<file path="config.mk">
export PLATFORM = sky130hd
export DESIGN_NAME = pc_gen_unit_flat
export DESIGN_NICKNAME = d
export VERILOG_FILES = /design/src/rtl/pc_gen_if.sv /design/src/rtl/pc_gen_unit.sv /design/src/flat_wrapper.sv
export SDC_FILE = /design/constraint.sdc
export NUM_CORES = 1
export LEC_CHECK = 0
export CORE_MARGIN = 2
export CORE_UTILIZATION = 42
export DETAILED_ROUTE_END_ITERATION = 8
export PLACE_DENSITY = 0.8
export SLEW_MARGIN = 20
export SYNTH_ARGS = -nofsm -noshare
export SYNTH_HDL_FRONTEND = slang
export SYNTH_SLANG_ARGS = --single-unit
</file>
<file path="constraint.sdc">
create_clock -name clk -period 2.5 [get_ports clk]
set_clock_uncertainty 0.2 [all_clocks]
set_input_delay 0.375 -clock clk [delete_from_list [all_inputs] [get_ports clk]]
set_output_delay 0.375 -clock clk [all_outputs]
set_load 0.02 [all_outputs]
</file>
<file path="src/rtl/pc_gen_if.sv">
// Fetch-request / response bundle between the PC generator (master) and the fetch stage (slave).
// misalign exists only when PCGEN_MISALIGN_CHECK_EN is defined.
interface pc_gen_if;
  logic        stall;
  logic        data_ok;
  logic        jump_flag;
  logic [31:0] jump_addr;
  logic        valid;
  logic [31:0] inst_addr;
  logic        resp_valid;
  logic        discard;
  logic        busy;
`ifdef PCGEN_MISALIGN_CHECK_EN
  logic        misalign;

  modport master (
    input  stall, data_ok, jump_flag, jump_addr,
    output valid, inst_addr, resp_valid, discard, busy, misalign
  );
  modport slave (
    output stall, data_ok, jump_flag, jump_addr,
    input  valid, inst_addr, resp_valid, discard, busy, misalign
  );
`else
  modport master (
    input  stall, data_ok, jump_flag, jump_addr,
    output valid, inst_addr, resp_valid, discard, busy
  );
  modport slave (
    output stall, data_ok, jump_flag, jump_addr,
    input  valid, inst_addr, resp_valid, discard, busy
  );
`endif
endinterface

</file>
<file path="src/rtl/pc_gen_unit.sv">
// Sequential PC generator with outstanding-fetch tracking and stale-response dropping after jumps.
// Optional PCGEN_MISALIGN_CHECK_EN adds a one-cycle misalign pulse after a misaligned jump target.
module pc_gen_unit #(
  parameter logic [31:0] RESET_PC        = 32'h8000_0000,
  parameter int          MAX_OUTSTANDING = 2,
  parameter int          CNT_W           = 3
) (
  input  logic     clk,
  input  logic     reset_n,
  pc_gen_if.master bus
);

  typedef enum logic [1:0] {IDLE, ISSUE, FLUSH} state_t;

  state_t           state_reg;
  logic [31:0]      pc_reg;
  logic [CNT_W-1:0] outstanding_reg;
  logic [CNT_W-1:0] outstanding_next;
  logic [CNT_W-1:0] stale_reg;
  logic [CNT_W-1:0] stale_next;
  logic             valid;
  logic             issue;
  logic             discard;
  logic             resp_valid;
  logic             consume;

  assign valid      = (state_reg == ISSUE) &&
                      (outstanding_reg < CNT_W'(MAX_OUTSTANDING)) && !bus.jump_flag;
  assign issue      = valid && !bus.stall;
  // Stale responses are always the oldest in flight, so they are matched first.
  assign discard    = bus.data_ok && (stale_reg != '0);
  assign resp_valid = bus.data_ok && (stale_reg == '0) && (outstanding_reg != '0);
  assign consume    = discard || resp_valid;

  always_comb begin
    outstanding_next = outstanding_reg;
    unique case ({issue, consume})
      2'b10:   outstanding_next = outstanding_reg + CNT_W'(1);
      2'b01:   outstanding_next = outstanding_reg - CNT_W'(1);
      default: outstanding_next = outstanding_reg;
    endcase
  end

  // On a jump every request still in flight after this cycle's response becomes stale.
  always_comb begin
    stale_next = stale_reg;
    if (bus.jump_flag)
      stale_next = outstanding_next;
    else if (discard)
      stale_next = stale_reg - CNT_W'(1);
  end

  always_ff @(posedge clk or negedge reset_n) begin
    if (!reset_n) begin
      state_reg       <= IDLE;
      pc_reg          <= RESET_PC;
      outstanding_reg <= '0;
      stale_reg       <= '0;
    end else begin
      outstanding_reg <= outstanding_next;
      stale_reg       <= stale_next;

      if (bus.jump_flag)
        pc_reg <= bus.jump_addr & ~32'h3;
      else if (issue)
        pc_reg <= pc_reg + 32'd4;

      if (bus.jump_flag) begin
        state_reg <= (stale_next != '0) ? FLUSH : ISSUE;
      end else begin
        unique case (state_reg)
          IDLE:    state_reg <= ISSUE;
          ISSUE:   state_reg <= ISSUE;
          FLUSH:   state_reg <= (stale_next == '0) ? ISSUE : FLUSH;
          default: state_reg <= IDLE;
        endcase
      end
    end
  end

  assign bus.valid      = valid;
  assign bus.inst_addr  = pc_reg;
  assign bus.resp_valid = resp_valid;
  assign bus.discard    = discard;
  assign bus.busy       = (outstanding_reg != '0);

`ifdef PCGEN_MISALIGN_CHECK_EN
  logic misalign_reg;

  always_ff @(posedge clk or negedge reset_n) begin
    if (!reset_n)
      misalign_reg <= 1'b0;
    else
      misalign_reg <= bus.jump_flag && (bus.jump_addr[1:0] != 2'b00);
  end

  assign bus.misalign = misalign_reg;
`endif

endmodule

</file>
<file path="src/flat_wrapper.sv">
// flat-port wrapper written by rule: the top's interface ports become plain ports
module pc_gen_unit_flat 
#(
  parameter logic [31:0] RESET_PC        = 32'h8000_0000,
  parameter int          MAX_OUTSTANDING = 2,
  parameter int          CNT_W           = 3
)
  (clk, reset_n, bus_stall, bus_data_ok, bus_jump_flag, bus_jump_addr, bus_valid, bus_inst_addr, bus_resp_valid, bus_discard, bus_busy);
  pc_gen_if bus_i ();
  input  logic clk;
  input  logic reset_n;
  input wire logic [$bits(bus_i.stall)-1:0] bus_stall;
  input wire logic [$bits(bus_i.data_ok)-1:0] bus_data_ok;
  input wire logic [$bits(bus_i.jump_flag)-1:0] bus_jump_flag;
  input wire logic [$bits(bus_i.jump_addr)-1:0] bus_jump_addr;
  output wire logic [$bits(bus_i.valid)-1:0] bus_valid;
  output wire logic [$bits(bus_i.inst_addr)-1:0] bus_inst_addr;
  output wire logic [$bits(bus_i.resp_valid)-1:0] bus_resp_valid;
  output wire logic [$bits(bus_i.discard)-1:0] bus_discard;
  output wire logic [$bits(bus_i.busy)-1:0] bus_busy;
  assign bus_i.stall = bus_stall;
  assign bus_i.data_ok = bus_data_ok;
  assign bus_i.jump_flag = bus_jump_flag;
  assign bus_i.jump_addr = bus_jump_addr;
  assign bus_valid = bus_i.valid;
  assign bus_inst_addr = bus_i.inst_addr;
  assign bus_resp_valid = bus_i.resp_valid;
  assign bus_discard = bus_i.discard;
  assign bus_busy = bus_i.busy;
  pc_gen_unit #(.RESET_PC(RESET_PC), .MAX_OUTSTANDING(MAX_OUTSTANDING), .CNT_W(CNT_W)) u_core (.clk(clk), .reset_n(reset_n), .bus(bus_i));
endmodule
</file>
# --- Yosys cells after proc, flatten, opt, wreduce, memory -nomap -nowiden ---
# Index checks and enable logic that the tools add are counted.
word_totals:
  reg_bits: 40
  latchBits: 0
  ram_bits: 0
  romBits: 0
  in_bits: 37
  out_inout_bits: 36
  wordCells: 39
  n_memories: 0
op_classes:
  n_addsub: 4
  mul: 0
  n_div: 0
  n_lt_le_gt_ge: 1
  eq_ne: 4
  shifts: 0
  n_mux: 9
  bitwise: 0
  reduce_logical: 17
op_table:
  columns: ["op", "n"]
  rows:
  - ["$mux W32", 2]
  - ["$add A32 B3 Y32 const B", 1]
  - ["$reduce_bool A3 Y1", 3]
  - ["$logic_and A1 B1 Y1", 6]
  - ["$logic_not A3 Y1", 2]
  - ["$mux W2", 3]
  - ["$mux W3", 2]
  - ["$pmux W3 S2", 1]
  - ["$sub A3 B1 Y3 const B", 2]
  - ["$eq A2 B1 Y1 const B", 2]
  - ["$eq A2 B2 Y1 const B", 2]
  - ["$pmux W2 S2", 1]
  - ["$add A3 B1 Y3 const B", 1]
  - ["$lt A3 B2 Y1 const B", 1]
  - ["$logic_not A1 Y1", 2]
  - ["$logic_not A2 Y1", 1]
  - ["$reduce_bool A2 Y1", 1]
  - ["$reduce_or A2 Y1", 1]
  - ["$logic_or A1 B1 Y1", 1]

# --- Depth between registers and ports, before layout ---
# Gate-level depths: netlist of the first run.
depth:
  ltp_word: 11
  depth_mapped: 13
  mapped_depth_nobuf: 13

# --- Worst setup path after synthesis of the first run ---
# OpenSTA, ideal clock, no wires.
synth_timing:
  kind: "reg2reg"
  from: "reg u_core.outstanding_reg[1]"
  to: "reg u_core.state_reg[0]"
  setup_ns: 0.119
  t_arrival_ns: 2.418
  path_slack_ns: -0.236
  stages_incl_launch_ff: 12
  synth_period_minus_slack_ns: 2.736
  cell_sequence: "dfrtp_1 or2_1 nor4_4 inv_2 clkbuf_1 ha_1 inv_1 fa_1 nor2b_1 a21oi_1 o21ai_0 o21a_1"
synth_via:
  elab_chain_cells: 11
synth_rtl:
  columns: ["item", "line_no", "text"]
  rows:
  - ["from (decl)", "pc_gen_unit.sv:17", "logic [CNT_W-1:0] outstanding_reg;"]
  - ["from (signal assigned)", "pc_gen_unit.sv:60", "outstanding_reg <= outstanding_next;"]
  - ["$lt A3 B2 Y1", "pc_gen_unit.sv:28", "(outstanding_reg < CNT_W'(MAX_OUTSTANDING)) && !bus.jump_flag;"]
  - ["$logic_and A1 B1 Y1", "pc_gen_unit.sv:27", "assign valid = (state_reg == ISSUE) &&"]
  - ["$logic_and A1 B1 Y1", "pc_gen_unit.sv:28", null]
  - ["$logic_and A1 B1 Y1", "pc_gen_unit.sv:29", "assign issue = valid && !bus.stall;"]
  - ["$eq A2 B1 Y1 or $eq A2 B2 Y1 (tied branches)", "pc_gen_unit.sv:37", "unique case ({issue, consume})"]
  - ["$pmux W3 S2 *", "pc_gen_unit.sv:37", null]
  - ["$mux W3 *", "pc_gen_unit.sv:47", "if (bus.jump_flag)"]
  - ["$logic_not A3 Y1", "pc_gen_unit.sv:74", "FLUSH: state_reg <= (stale_next == '0) ? ISSUE : FLUSH;"]
  - ["$mux W2", "pc_gen_unit.sv:74", null]
  - ["$pmux W2 S2", "pc_gen_unit.sv:71", "unique case (state_reg)"]
  - ["$mux W2 *", "pc_gen_unit.sv:68", "if (bus.jump_flag) begin"]
  - ["to (signal assigned)", "pc_gen_unit.sv:69", "state_reg <= (stale_next != '0) ? FLUSH : ISSUE;"]
  - ["to (signal assigned)", "pc_gen_unit.sv:74", null]
  - ["to (decl)", "pc_gen_unit.sv:15", "state_t state_reg;"]
# Every way passes the cells marked *; elsewhere a longest branch is shown, timed or not.
# A chain may end at the register's enable or synchronous reset.

# --- Final worst setup path of the first run ---
layout_timing:
  from: "reg u_core.outstanding_reg[2]"
  to: "reg u_core.state_reg[0]"
# Same word-level chain as after synthesis.

==> results of run 1 <==
what timing repair did:
item,4_1_cts,5_1_grt
pin swaps,6,10
setup endpoints to repair,3,10
buffers inserted,0,5
gates resized for setup,2,14
gates cloned,0,0
power by group:
group | internal [mW] | switching [mW]
Clock | 0.223 | 0.222
Combinational | 0.544 | 0.521
Sequential | 0.735 | 0.129
final timing paths:
path | slack, ns | depth (start not counted) | from | end
setup / recovery | -0.01 | 10 | u_core.outstanding_reg[2] | u_core.state_reg[0]
hold / removal | -0.002 | 1 | reset_n | u_core.bus.inst_addr[25]
setup reg to reg | -0.01 | 10 | u_core.outstanding_reg[2] | u_core.state_reg[0]
hold reg to reg | 0.29 | 1 | u_core.state_reg[0] | u_core.state_reg[1]
max in group asynchronous | 1.55 | 1 | reset_n | u_core.bus.inst_addr[2]
min in group clk | 0.29 | 1 | u_core.state_reg[0] | u_core.state_reg[1]
area by class of cell:
type / count / share of cell area, %
well taps: 70 / 2.651
flip-flops and latches: 38 / 28.81
repair buffers: 88 / 25.14
clock buffers: 7 / 2.613
multi-input cells: 201 / 39.38
clock inverters: 1 / 0.1515
inverters: 11 / 1.250
synth_stat cells, drive strengths merged, types with 3 or more instances:
master  instances
and2            3
and3            5
buf             3
nand2b          3
o21ai          21
nor4            4
nor3            6
nor2           16
and4            4
a22oi           3
o311ai          6
clkbuf          7
ha              4
nand3          17
inv            10
or3             3
nand2          41
a31oi           6
a31o            4
dfrtp          37
a221o           5
a21oi           6
xor2            4
nand4           9
o211ai          7
cells by family after synthesis:
group / after synthesis / synth area share (%)
simple gates: 118 / 26.53
xor+xnor: 6 / 2.317
buf+inv: 21 / 3.805
mux: 1 / 0.4413
other cells: 1 / 0.1653
flops: 38 / 41.97
compound gates: 69 / 21.68
fa+ha+maj: 5 / 3.089
layer usage:
layer  part of all wire [%]  up-vias
li1                       -     1139
met1                     43     1150
met2                     49      103
met3                    6.9       17
met4                    2.0        0
met5                      0        -
per-stage QoR:
stage                     area, um2  hold slack, ns  util [%]  setup slack [ns]
after floorplan                2302         -0.1206         -           -0.1804
after global placement         3123          0.2695     60.38           -0.1152
after detailed placement       3123          0.2945     60.38           -0.1804
after CTS                      3219         0.02775     62.24          0.004133
after global routing           3304         0.06754     63.88          -0.08799
final                          3304       -0.001961     63.88         -0.009562
layout by cell type, fill, tap and decap left out, drive strengths merged, types with 3 or more instances in the layout:
cell           netlist  layout
nor2                16      16
a22oi                3       3
clkbuf               7       7
nor4                 4       4
and2                 3       3
inv                 10      10
or3                  3       3
o21ai               21      21
dfrtp               37      37
a221o                5       5
nor3                 6       6
nand2               41      41
nand2b               3       3
a21oi                6       6
ha                   4       4
xor2                 4       4
and4                 4       4
nand3               17      17
buf                  3      21
a31o                 4       4
o211ai               7       7
nand4                9       9
o311ai               6       6
clkdlybuf4s50        0      65
and3                 5       5
a31oi                6       6
==> flow_summary.toml, run 1 <==
[setup_path]
critPathRequiredTime_ns = 2.48
cp_num_buf_inv = 2
crit_type = "flip-flop to flip-flop"
cp_max_fo = 3
cpMostUsedCell = "inv_2"
cp-end-kind = "flip-flop"
max_stage_delay_ns = 0.42
arrival_ns = 2.49
critPathLaunchType = "flip-flop"
crit_chain = "or2_4 -> nor4_4 -> inv_2 -> ha_4 -> inv_2 -> fa_2 -> nor2b_4 -> a21oi_2 -> o21ai_2 -> o21a_1"
crit_path_top_delay_cell = "dfrtp_1"
crit_family = "simple AND/OR/NAND/NOR gates"

[global_routing]
met3_usage_pct = 5.349
grt-ovfl-total = 0
grtUsageTotal_pct = 22.41
antenna_found_initial = 0
grt_pass1_vias = 2285
grt_pass1_wl_um = 10900
gr-usage-met1_pct = 30.07
use_met2_pct = 35.74
grt_max_degree = 39
grt_busiest_layer = "met2"

[timing]
finalMaxSlewViolations = 0
fmax_ghz = 0.3985
fin_hold_ws_ns = -0.001961
finalSetupViolations = 2
slew_headroom_pct = 41.54
period_share_pct = 100.4
fin_setup_tns_ns = -0.01270
fin_crit_ns = 2.510
tightestPinTransition_ns = 0.8769
rsz0062_at_grt = "yes"
hold_viol = 2
setup_ws_ns = -0.009562

[power]
p_total_mw = 2.374
leakage_nw = 1.387
ir_drop_v = 0.0003708
powerDensity_mw_per_mm2 = 718.4

[logic_synthesis]
ys.flop_type = "dfrtp_1"
seq_area_frac_synth_pct = 41.97
synth_area_mm2 = 0.002268
synth_edf_count = 0
yosysWarnings = 0
synthTopCellsByArea = "dfrtp_1 (41%), nand2_1 (6.8%), o21ai_0 (4.4%), nand3_1 (3.8%), nor2_1 (2.6%)"
ys_ff_latch = 38
synth_top_cell_by_area = "dfrtp_1"
synth_top_area_share_pct = 40.82
async_reset_ff_share_pct = 100.0
syn_inst = 259
avgSynthCellArea_um2 = 8.758
yosysUniqueCellTypes = 53

[clock_network]
clk_latency_ns = 0.29
path_clk_slew_ns = 0.08
ctsHtreeMaxLevel = 2
cts.path.max_buffers = 2
cts_tree = "done"
cts_buffers = 5
holdBufCountCts = 0
root_buffer = "clkbuf_8"
cts_sinks = 38

[floorplanning]
die_w_um = 77.49
ios = 73
fp.coreArea_mm2 = 0.005172
start_util_pct = 43.86
dieHeight_um = 77.49
rows = 26
fp.dieArea_mm2 = 0.006005

[placed_design]
port_buffers = 68
gp_congestion = 0.8216
place.detailed.hpwl_um = 4667
place.detailed.instances = 403

[outcome]
failed_checks = "negative hold slack, negative setup slack"
status = "finished with violations"

[cells_and_area]
antenna_cells = 0
final_nets = 387
multi_input_area_mm2 = 0.001301
largest_reg_flops = 30
area_delta_synth_final_pct = 45.67
fin_cells = 416
seq_area_um2 = 952.2
fill_cells = 430
drive_above_1_share_pct = 15.32

[detailed_routing]
post_drt_wl_per_cell_um = 15.88
dr.first_iter.drc_count = 141
antenna_left = 0
first_pass_iters = 4
totalWireLength_um = 6604
via_count = 2409
vias_per_cell = 5.791
drc = 0

[job]
maxCapViolCount = 0

[hold_path]
hold_class = "input port to asynchronous set/reset pin"
No activity file was read; power rests on OpenSTA's default activity.
==> run 2, diff against run 1 <==
--- a/config.mk
+++ b/config.mk
@@ -9,6 +9,7 @@
 export CORE_UTILIZATION = 42
 export DETAILED_ROUTE_END_ITERATION = 8
 export PLACE_DENSITY = 0.8
+export RECOVER_POWER = 25
 export SLEW_MARGIN = 20
 export SYNTH_ARGS = -nofsm -noshare
 export SYNTH_HDL_FRONTEND = slang
==> run 2 against run 1 <==
Compared with the run above:
- the flow finishes with violations (max-capacitance violations, max-slew violations, negative setup slack)
- total power hardly changed
- final cell count is the same
- critical endpoint unchanged
- clock power barely moved
- hold slack improved by 0.30 ns
- design area is essentially flat
- setup slack barely moved
- critical path depth unchanged
- global-route usage did not move
==> flow_summary.toml, run 2 (synthesized netlist as in run 1, its figures left out) <==
[setup_path]
crit_type = "flip-flop to flip-flop"
critPathLaunchType = "flip-flop"
arrival_ns = 2.49
cp-end-kind = "flip-flop"
cp_max_fo = 3
critPathRequiredTime_ns = 2.48

[cells_and_area]
layout_common_cells = "clkdlybuf4s50_1 (65), nand2_1 (39), dfrtp_1 (37), buf_4 (20), o21ai_0 (19)"
final_util_pct = 63.86
fill_cells = 431
fin_cells = 416
area_delta_synth_final_pct = 45.62
final_nets = 387
largest_reg_flops = 30
drive_above_1_share_pct = 15.03
antenna_cells = 0
seq_area_um2 = 952.2
multi_input_area_mm2 = 0.001301
final_common_cell = "clkdlybuf4s50_1"

[detailed_routing]
via_count = 2412
first_pass_iters = 4
post_drt_wl_per_cell_um = 15.88
vias_per_cell = 5.798
dr.first_iter.drc_count = 141
antenna_left = 0
drc = 0
totalWireLength_um = 6606

[floorplanning]
fp.coreArea_mm2 = 0.005172
ios = 73
dieHeight_um = 77.49
die_w_um = 77.49
start_util_pct = 43.86
rows = 26
fp.dieArea_mm2 = 0.006005

[clock_network]
cts_tree = "done"
cts.path.max_buffers = 2
ctsHtreeMaxLevel = 2
path_clk_slew_ns = 0.08
clk_latency_ns = 0.29
root_buffer = "clkbuf_8"
cts_buffers = 5
cts_sinks = 38

[timing]
rsz0062_at_grt = "yes"
setup_ws_ns = -0.009563
finalMaxSlewViolations = 39
fin_crit_ns = 2.510
finalSetupViolations = 2
slew_headroom_pct = -40.57
hold_viol = 0
period_share_pct = 100.4
tightestPinTransition_ns = 2.109
fmax_ghz = 0.3985
fin_setup_tns_ns = -0.01270

[power]
leakage_nw = 1.384
ir_drop_v = 0.0003709
p_total_mw = 2.374
powerDensity_mw_per_mm2 = 718.6

[global_routing]
grt_pass1_wl_um = 10900
grtUsageTotal_pct = 22.41
grt-ovfl-total = 0
grt_pass1_vias = 2285
antenna_found_initial = 0
grt_max_degree = 39

[outcome]
status = "finished with violations"
failed_checks = "max-capacitance violations, max-slew violations, negative setup slack"

[placed_design]
place.detailed.instances = 403
port_buffers = 68
place.detailed.hpwl_um = 4667
gp_congestion = 0.8216
dp_worst_setup_slack_ns = -0.1804

[job]
maxCapViolCount = 1

[hold_path]
hold_class = "flip-flop to flip-flop"
[run 2: cell count changes in the layout (fill, tap and decap cells not counted)]
cell,previous run,this run
buf_2,1,0
clkbuf_1,1,2
[run 2: routing by layer]
| layer | up-vias | part of all wire [%] | routed length, um | track usage [%] |
|---|---|---|---|---|
| li1 | 1139 | - | - | - |
| met1 | 1151 | 42 | 2800 | 30.07 |
| met2 | 105 | 49 | 3216 | 35.74 |
| met3 | 17 | 6.9 | 458 | 5.349 |
| met4 | 0 | 2.0 | 130 | 7.321 |
| met5 | - | 0 | 0 | 0 |
[run 2: area by class of cell]
class | instances | area share, %
Clock inverter | 1 | 0.1515
Timing Repair Buffer | 88 | 25.11
Sequential cell | 38 | 28.83
Tap cell | 70 | 2.652
Inverter | 11 | 1.250
Multi-Input combinational cell | 201 | 39.39
Clock buffer | 7 | 2.614
[run 2: power by group]
group	leakage (nW)	switching (mW)	internal [mW]	total, mW
logic	0.880	0.521	0.544	1.06
clock network	0.0482	0.222	0.223	0.445
registers	0.456	0.129	0.735	0.864
[run 2: worst paths after layout]
path / startpoint / end / slack [ns] / cells after the start
min reg2reg: u_core.state_reg[0] / u_core.state_reg[1] / 0.29 / 1
min: u_core.state_reg[0] / u_core.state_reg[1] / 0.29 / 1
min in group asynchronous: reset_n / u_core.bus.inst_addr[25] / 0.49 / 1
max: u_core.outstanding_reg[2] / u_core.state_reg[0] / -0.01 / 10
max reg2reg: u_core.outstanding_reg[2] / u_core.state_reg[0] / -0.01 / 10
max in group asynchronous: reset_n / u_core.bus.inst_addr[2] / 0.41 / 1
[run 2: worst max-delay path: stages, from the launching register on]
cell and delay (ns):
dfrtp_1 0.42, or2_4 0.26, nor4_4 0.30, inv_2 0.09, ha_4 0.17, inv_2 0.06
fa_2 0.41, nor2b_4 0.15, a21oi_2 0.13, o21ai_2 0.08, o21a_1 0.12
[run 2: stage by stage]
step / cell area (um2) / hold WS [ns]
after floorplan: 2302 / -0.1206
after CTS: 3219 / 0.02775
final: 3303 / 0.2931
after global routing: 3303 / 0.3108
after global placement: 3123 / 0.2695
after detailed placement: 3123 / 0.2945
[run 2: repair_timing]
| item | in CTS | in global routing |
|---|---|---|
| pin swaps | 6 | 10 |
| cloned | 0 | 0 |
| hold buffers | 0 | 0 |
| setup buffers | 0 | 5 |
| endpoints found under the hold margin | 0 | 0 |
| endpoints found under the setup margin | 3 | 10 |
| gates resized for setup | 2 | 14 |
==> run 3, diff against run 2 <==
==> constraint.sdc (replaced) <==
create_clock -name clk -period 2.5 [get_ports clk]
set_clock_uncertainty 0.2 [all_clocks]
set_input_delay 0.375 -clock clk [delete_from_list [all_inputs] [get_ports clk]]
set_output_delay 0.375 -clock clk [all_outputs]
set_load 0.1 [all_outputs]
==> run 3 against run 2 <==
Compared with the run above:
- critical path type unchanged
- the flow finishes with violations (negative hold slack, negative setup slack)
- critical endpoint unchanged
- largest power group unchanged
- count of clock-buffer cells in the layout rose by 1
- non-clock buffer count up 3
- critical path depth did not move
==> flow_summary.toml, run 3 (synthesized netlist as in run 1, its figures left out) <==
[clock_network]
cts_buffers = 5
cts.path.max_buffers = 2
path_clk_slew_ns = 0.08
cts_tree = "done"
clk_latency_ns = 0.29
cts_sinks = 38
ctsHtreeMaxLevel = 2
root_buffer = "clkbuf_8"

[cells_and_area]
fin_cells = 419
area_delta_synth_final_pct = 46.11
drive_above_1_share_pct = 30.37
largest_reg_flops = 30
antenna_cells = 0
final_nets = 390
final_common_cell = "buf_4"
final_util_pct = 64.08
layout_common_cells = "buf_4 (54), nand2_1 (39), clkdlybuf4s50_1 (33), dfrtp_1 (24), o21ai_0 (19)"

[floorplanning]
fp.coreArea_mm2 = 0.005172
fp.dieArea_mm2 = 0.006005
start_util_pct = 43.86
dieHeight_um = 77.49
rows = 26
ios = 73
die_w_um = 77.49

[setup_path]
crit_path_top_delay_cell = "fa_2"
max_stage_delay_ns = 0.42
worst-r2r-setup-slack_ns = -0.01
crit_type = "flip-flop to flip-flop"
critPathRequiredTime_ns = 2.48
r2r_cells = 10
r2r-end = "u_core.state_reg[0]"
timing.rr.start = "u_core.outstanding_reg[1]"
cp_max_fo = 3
critPathLaunchType = "flip-flop"
cpMostUsedCell = "inv_2"
crit_chain = "or2_4 -> nor4_4 -> inv_2 -> ha_4 -> inv_2 -> fa_2 -> nor2b_4 -> a21oi_2 -> o21ai_2 -> o21a_1"
cp-end-kind = "flip-flop"
cp-startpoint = "u_core.outstanding_reg[1]"
arrival_ns = 2.49

[timing]
fin_crit_ns = 2.510
hold_viol = 13
slew_headroom_pct = 42.68
fin_hold_ws_ns = -0.01079
period_share_pct = 100.4
finalMaxSlewViolations = 0
fmax_ghz = 0.3985
tightestPinTransition_ns = 0.8598
finalSetupViolations = 1
setup_ws_ns = -0.009543
rsz0062_at_grt = "yes"

[placed_design]
port_buffers = 68
place.detailed.hpwl_um = 4517
place.detailed.instances = 403
gp_congestion = 0.8679

[detailed_routing]
dr.first_iter.drc_count = 151
first_pass_iters = 5
drc = 0
antenna_left = 0
vias_per_cell = 5.678
totalWireLength_um = 6481
via_count = 2379
post_drt_wl_per_cell_um = 15.47

[job]
maxCapViolCount = 0

[global_routing]
grt-ovfl-total = 0
antenna_found_initial = 0
grt_max_degree = 42
grtUsageTotal_pct = 22.63
grt_pass1_vias = 2364
grt_pass1_wl_um = 11020

[power]
ir_drop_v = 0.0004832
p_total_mw = 2.883
powerDensity_mw_per_mm2 = 870.0
leakage_nw = 1.409

[outcome]
status = "finished with violations"
failed_checks = "negative hold slack, negative setup slack"

[hold_path]
hold_class = "input port to asynchronous set/reset pin"
[run 3: changes by cell type in the layout (fill, tap and decap cells not counted), moves of 2 or more]
cell / delta
inv_2: -2
dlymetal6s2s_1: -2
clkbuf_1: -2
dfrtp_1: -13
dfrtp_2: +13
buf_4: +34
clkbuf_8: +2
inv_1: +2
clkdlybuf4s50_1: -32
buf_12: +3
[run 3: worst max-delay path, delay by kind of cell (launching register included)]
family | cells | cell delay, ns
DFF | 1 | 0.41
buffers and inverters | 2 | 0.14
AOI/OAI and AO/OA | 3 | 0.32
adders and majority gates | 2 | 0.59
and+or+nand+nor | 3 | 0.72
[run 3: metrics by stage]
step                        TNS, ns  area (um2)  hold WS, ns  setup slack (ns)
final                     -0.009543        3314     -0.01079         -0.009543
after global routing        -0.3457        3314      0.04268           -0.1242
after CTS                         0        3266      0.01808           0.01137
after detailed placement    -0.7995        3113       0.2705           -0.1901
after global placement      -0.3833        3113       0.2710           -0.1259
after floorplan             -0.4811        2340      -0.1206           -0.1814
[run 3: report_power, final]
part	switching (mW)	internal, mW	total [mW]	leakage, nW
registers	0.133	0.740	0.873	0.441
logic	0.936	0.573	1.51	0.911
clock network	0.223	0.279	0.502	0.0575
[run 3: worst max-delay path by stage]
stage,to,slack (ns)
after floorplan,u_core.state_reg[0],-0.18
after global placement,u_core.state_reg[0],-0.13
after detailed placement,u_core.state_reg[0],-0.19
after CTS,u_core.state_reg[0],0.01
after global routing,u_core.stale_reg[2],-0.12
final,u_core.state_reg[0],-0.01
[run 3: layout make-up]
type | instances | area, um2
clock buffers | 8 | 110.1
fillers | 443 | 1858
inverters | 11 | 41.29
multi-input cells | 201 | 1306
flip-flops and latches | 38 | 968.4
well taps | 70 | 87.58
repair buffers | 91 | 800.8
[run 3: repair_timing]
item | in CTS | in global routing
gates resized for setup | 2 | 7
buffers inserted | 5 | 3
endpoints found under the hold margin | 0 | 0
pin swaps | 4 | 9
endpoints found under the setup margin | 3 | 6
hold buffers | 0 | 0
[run 3: metal layers]
metal | vias up | global-route usage, % | wire [um]
li1 | 1137 | - | -
met1 | 1131 | 29.53 | 2808
met2 | 102 | 37.04 | 3195
met3 | 9 | 5.698 | 398
met4 | 0 | 6.964 | 78
met5 | - | 0 | 0
